<file path="src/rtl/plru_way_tracker_pkg.sv">
// Shared types for the 4-way cache datapath: way index, PLRU tree encoding,
// and the victim-selection helper used by the tracker.
package lc3b_types;

    localparam int NUM_WAYS = 4;

    // Encoded way index (0..3)
    typedef logic [1:0] lc3b_way;

    // PLRU tree bits: [0] = b0 (half select), [1] = b1 (ways 0/1), [2] = b2 (ways 2/3)
    typedef logic [2:0] lc3b_plru;

    // Victim way pointed at by a tree: b0 picks the half, b1/b2 pick within it
    function automatic lc3b_way plru_victim(input lc3b_plru t);
        return t[0] ? {1'b1, t[2]} : {1'b0, t[1]};
    endfunction

endpackage

</file>
<file path="src/rtl/plru_way_tracker_if.sv">
// Lookup/update bus between the tag-compare logic, the cache controller and
// the PLRU tracker. The master drives the request, the slave (tracker)
// returns the encoded hit and victim information.
interface plru_way_tracker_if
    import lc3b_types::*;
#(
    parameter int INDEX_BITS = 3
);

    logic [INDEX_BITS-1:0] index;
    logic                  access;
    logic [NUM_WAYS-1:0]   hit_way;
    logic                  hit;
    lc3b_way               hit_idx;
    lc3b_way               victim_idx;
    logic                  onehot_err;

    modport master (
        output index, access, hit_way,
        input  hit, hit_idx, victim_idx, onehot_err
    );

    modport slave (
        input  index, access, hit_way,
        output hit, hit_idx, victim_idx, onehot_err
    );

endinterface

</file>
<file path="src/rtl/plru_way_tracker_way_encoder.sv">
// Combinational one-hot to binary way encoder. Multi-hot or all-zero
// inputs encode to way 0; callers use any/multi to tell these cases apart.
module way_encoder
    import lc3b_types::*;
(
    input  logic [NUM_WAYS-1:0] onehot,
    output lc3b_way             idx,
    output logic                any,
    output logic                multi
);

    // Encode the match vector and flag empty / multi-hot inputs
    always_comb begin
        idx   = '0;
        any   = |onehot;
        multi = any && ((onehot & (onehot - 4'd1)) != 4'd0);
        case (onehot)
            4'b0001: idx = 2'd0;
            4'b0010: idx = 2'd1;
            4'b0100: idx = 2'd2;
            4'b1000: idx = 2'd3;
            default: idx = 2'd0;
        endcase
    end

endmodule

</file>
<file path="src/rtl/plru_way_tracker.sv">
// Per-set tree pseudo-LRU tracker for a 4-way cache. Encodes the tag-compare
// match vector, updates the addressed set's tree on each recorded access, and
// presents the current victim way of the addressed set for miss fills.
module plru_way_tracker
    import lc3b_types::*;
#(
    parameter int NUM_SETS   = 8,
    parameter int INDEX_BITS = 3
) (
    input logic                  clk,
    input logic                  rst,
    plru_way_tracker_if.slave    bus
);

    lc3b_plru tree [NUM_SETS];
    logic     err_q;

    lc3b_way  enc_idx;
    logic     enc_any;
    logic     enc_multi;

    lc3b_plru cur_tree;
    lc3b_way  cur_victim;
    lc3b_way  acc_way;
    lc3b_plru tree_upd;
    logic     tree_we;

    way_encoder u_hit_enc (
        .onehot (bus.hit_way),
        .idx    (enc_idx),
        .any    (enc_any),
        .multi  (enc_multi)
    );

    // Next-state for the addressed set: a miss fill touches the current
    // victim, a multi-hot match is ignored so the tree is never corrupted
    always_comb begin
        cur_tree   = tree[bus.index];
        cur_victim = plru_victim(cur_tree);
        acc_way    = enc_any ? enc_idx : cur_victim;
        tree_upd   = cur_tree;
        tree_we    = bus.access && !enc_multi;
        if (!acc_way[1]) begin
            tree_upd[0] = 1'b1;
            tree_upd[1] = ~acc_way[0];
        end else begin
            tree_upd[0] = 1'b0;
            tree_upd[2] = ~acc_way[0];
        end
    end

    // Tree storage: reset wipes all history, otherwise only the addressed set moves
    always_ff @(posedge clk) begin
        if (rst) begin
            for (int i = 0; i < NUM_SETS; i++) begin
                tree[i] <= '0;
            end
        end else if (tree_we) begin
            tree[bus.index] <= tree_upd;
        end
    end

    // Sticky multi-hot error, cleared only by reset
    always_ff @(posedge clk) begin
        if (rst) begin
            err_q <= 1'b0;
        end else if (bus.access && enc_multi) begin
            err_q <= 1'b1;
        end
    end

    // Outputs: hit info follows hit_way directly; state-derived outputs read as cleared while reset is held
    always_comb begin
        bus.hit        = enc_any;
        bus.hit_idx    = enc_multi ? 2'd0 : enc_idx;
        bus.victim_idx = rst ? 2'd0 : cur_victim;
        bus.onehot_err = err_q && !rst;
    end

endmodule

</file>
<file path="src/flat_wrapper.sv">
// flat-port wrapper written by rule: the top's interface ports become plain ports
module plru_way_tracker_flat import lc3b_types::*;
#(
    parameter int NUM_SETS   = 8,
    parameter int INDEX_BITS = 3
)
  (clk, rst, bus_index, bus_access, bus_hit_way, bus_hit, bus_hit_idx, bus_victim_idx, bus_onehot_err);
  plru_way_tracker_if #(.INDEX_BITS(INDEX_BITS)) bus_i ();
  input logic clk;
  input logic rst;
  input wire logic [$bits(bus_i.index)-1:0] bus_index;
  input wire logic [$bits(bus_i.access)-1:0] bus_access;
  input wire logic [$bits(bus_i.hit_way)-1:0] bus_hit_way;
  output wire logic [$bits(bus_i.hit)-1:0] bus_hit;
  output wire logic [$bits(bus_i.hit_idx)-1:0] bus_hit_idx;
  output wire logic [$bits(bus_i.victim_idx)-1:0] bus_victim_idx;
  output wire logic [$bits(bus_i.onehot_err)-1:0] bus_onehot_err;
  assign bus_i.index = bus_index;
  assign bus_i.access = bus_access;
  assign bus_i.hit_way = bus_hit_way;
  assign bus_hit = bus_i.hit;
  assign bus_hit_idx = bus_i.hit_idx;
  assign bus_victim_idx = bus_i.victim_idx;
  assign bus_onehot_err = bus_i.onehot_err;
  plru_way_tracker #(.NUM_SETS(NUM_SETS), .INDEX_BITS(INDEX_BITS)) u_core (.clk(clk), .rst(rst), .bus(bus_i));
endmodule
</file>
<file path="config.mk">
export PLATFORM = sky130hd
export DESIGN_NAME = plru_way_tracker_flat
export DESIGN_NICKNAME = d
export VERILOG_FILES = /design/src/rtl/plru_way_tracker_pkg.sv /design/src/rtl/plru_way_tracker_if.sv /design/src/rtl/plru_way_tracker_way_encoder.sv /design/src/rtl/plru_way_tracker.sv /design/src/flat_wrapper.sv
export SDC_FILE = /design/constraint.sdc
export NUM_CORES = 1
export LEC_CHECK = 0
export ABC_AREA = 1
export CORE_UTILIZATION = 45
export DETAILED_ROUTE_END_ITERATION = 12
export GPL_TIMING_DRIVEN = 0
export PLACE_DENSITY = 0.74
export SYNTH_ARGS = -nofsm -noshare
export SYNTH_HDL_FRONTEND = slang
export SYNTH_HIERARCHICAL = 1
export SYNTH_SLANG_ARGS = --single-unit
</file>
<file path="constraint.sdc">
create_clock -name clk -period 1.7 [get_ports clk]
set_input_delay 0.34 -clock clk [delete_from_list [all_inputs] [get_ports clk]]
set_output_delay 0.34 -clock clk [all_outputs]
set_load 0.1 [all_outputs]
</file>
==> impl_metrics.py <==
metrics = {
    "outcome": {
        "status": "finished, violations left",
        "violations": "negative setup slack",
    },
    "global_route": {
        "grt_start_max_net_pins": 14,
        "antenna_found_initial": 0,
        "grt_pass1_wl_um": 5370,
        "grt_use_total_pct": 20.1,
        "grt_pass1_vias": 1201,
        "grt-ovfl-total": 0,
    },
    "finish": {
        "drive_gt1_share_pct": 32.2,
        "n_fill_cell": 277,
        "antennaDiodeCount": 0,
        "layout_commonest_cell": "nand2_1",
        "multiInputGateArea_um2": 766,
        "final_nets": 210,
        "instances_no_fill": 243,
        "syn_to_final_growth_pct": 25.5,
        "layout_common_cells": "40 x nand2_1, 29 x nor2_1, 24 x edfxtp_1",
        "register_area_um2": 741,
        "final_core_util_pct": 61.3,
    },
    "pwr": {
        "pwr-share-comb_pct": 26.0,
        "peakVddDrop_mv": 0.515,
        "p_clk_share_pct": 20.0,
        "finalPower_mw": 1.31,
        "seq_power_share_pct": 54.0,
        "powerDensity_nw_per_um2": 683,
        "switchingPower_uw": 405,
        "p_leak_nw": 0.837,
        "p_int_uw": 904,
        "switching_share_pct": 30.9,
    },
    "timing": {
        "worst_slack_ps": -229,
        "clock-skew-final_ps": 4.73,
        "timing.slew.headroom_pct": 73.0,
        "hold_slack_ps": 497,
        "final-hold-violation-count": 0,
        "slew_viol_final": 0,
        "fin_crit_ps": 1930,
        "fin_tns_setup_ps": -379,
        "max_clock_freq_mhz": 518,
        "fin_crit_sh_pct": 113,
        "worst_pin_slew_ps": 405,
        "finalSetupViolCount": 2,
        "rsz0062_at_grt": "yes",
    },
    "worst_setup_path": {
        "crit_fanout": 3,
        "path_class": "flop to output port",
        "worst_setup_path_start_kind": "flop",
        "cp.required_ps": 1360,
        "worstPathArrival_ps": 1590,
        "end_kind": "output port",
    },
    "synth": {
        "synth_area_leaders": "edfxtp_1 47%, nand2_1 11%, nor2_1 9.1%",
        "synth_cell_type_count": 19,
        "syn-num-nets": 187,
        "ys_seq_area_share_pct": 48.5,
        "synth.avg_cell_area_um2": 8.63,
        "synth_top_area_cell": "edfxtp_1",
        "synthCells": 177,
        "syn_area_um2": 1530,
        "netlist.area_leader.share_pct": 47.2,
        "synth_warnings": 6,
        "ys_ff_latch": 25,
    },
    "placed_design": {
        "port_buffers": 12,
        "dp_hpwl_um": 2340,
        "placedCellCount": 233,
        "gp_congestion": 0.834,
    },
    "cts": {
        "clkTransAtPathRegs_ps": 130,
        "numCtsBuffers": 3,
        "cts_tree": "yes",
        "cts_hold_buffers": 0,
        "clockRootBuffer": "clkbuf_4",
        "numClockSinks": 25,
        "cts_max_path_buffers": 2,
        "htreeDepth": 1,
        "insertion_delay_ps": 310,
    },
    "floorplanning": {
        "core-area_um2": 3130,
        "row_count": 20,
        "die_area_um2": 3630,
        "die_y_um": 60.3,
        "boundaryPins": 16,
        "die_w_um": 60.3,
        "start_util_pct": 48.8,
    },
    "detailed_routing": {
        "ant_nets": 0,
        "drt-initial-drc-count": 56,
        "wl_per_cell_um": 13.5,
        "drc": 0,
        "vias_per_cell": 5.26,
        "wl_um": 3290,
        "dr.pass1.iters": 4,
        "via_count": 1277,
    },
    "worst_hold_path": {
        "min_path_type": "flop to flop",
    },
    "flow_run": {
        "cap_violations": 0,
    },
}
stage by stage:
stage               worst slack [ps]  instance area (µm²)
floorplan                       -220                 1580
global placement               -1150                 1760
detailed placement             -1230                 1760
CTS                             -228                 1870
global route                    -312                 1920
finish                          -229                 1920
registers in the layout (all words and copies together) (netlist names):
name	count
u_core/err_q	1
u_core/tree	24
kinds of logic (layout without fill, tap and decap cells):
group,count (synthesis),in the layout,share of synthesized area (%)
and+or+nand+nor,127,127,40.9
AOI/OAI and AO/OA,4,4,2.05
buffers and inverters,21,43,8.60
DFF,25,25,48.5
cell type report:
| cell class | instances | area share [%] |
|---|---|---|
| Buffer | 6 | 3.52 |
| Clock buffer | 4 | 1.37 |
| Inverter | 15 | 3.72 |
| Multi-Input combinational cell | 131 | 39.9 |
| Sequential cell | 25 | 38.6 |
| Tap cell | 44 | 2.87 |
| Timing Repair Buffer | 18 | 9.92 |
cell usage after synthesis:
library cell	n
nor2_2	4
buf_6	6
clkinv_1	1
nand2_4	2
o21ai_1	1
a21oi_1	2
inv_1	12
nand3_1	15
nand2_1	46
nand2_2	2
nand4_1	14
nand3_2	5
dfxtp_1	1
nor2_8	2
o21ai_4	1
edfxtp_1	24
nor2_1	37
inv_6	1
inv_4	1
power groups by stage:
stage	clock network [mW]	logic [mW]	registers [mW]
4_1_cts	0.265	0.322	0.706
5_1_grt	0.281	0.366	0.708
2_1_floorplan	0	0.223	0.717
6_report	0.262	0.340	0.707
3_5_place_dp	0	0.294	0.721
3_3_place_gp	0	0.288	0.720
path summary, 6_finish.rpt:
kind                                                       from  cells past startpoint                               to  slack, ps
worst max-delay path            u_core/tree[4][0]$_SDFFCE_PN0P_                      8                bus_victim_idx[0]       -230
worst min register to register        u_core/err_q$_SDFFE_PP0P_                      2        u_core/err_q$_SDFFE_PP0P_        500
worst max register to register  u_core/tree[4][0]$_SDFFCE_PN0P_                      9  u_core/tree[5][1]$_SDFFCE_PN0P_         30
worst min-delay path                  u_core/err_q$_SDFFE_PP0P_                      2        u_core/err_q$_SDFFE_PP0P_        500
what timing repair did:
item / 4_1_cts / 5_1_grt
setup buffers: 3 / 3
gates resized for setup: 65 / 13
pin swaps: 6 / 11
setup endpoints to repair: 54 / 41
routing by layer:
layer | wire [µm] | part of all wire, % | up-vias | track usage [%]
li1 | - | - | 638 | -
met1 | 1470 | 45 | 597 | 26.4
met2 | 1650 | 50 | 34 | 35.3
met3 | 127 | 3.9 | 8 | 2.60
met4 | 44 | 1.3 | 0 | 3.99
met5 | 0 | 0 | - | 0
worst max-delay path, stage by stage (launching register included):
cell and delay (ps):
edfxtp_1 400, nor2_2 110, buf_4 110, nor2_1 40
nor2_1 150, nand2_2 100, nand2_2 110, a21oi_4 70
buf_12 180
(Power assumes the default switching activity.)
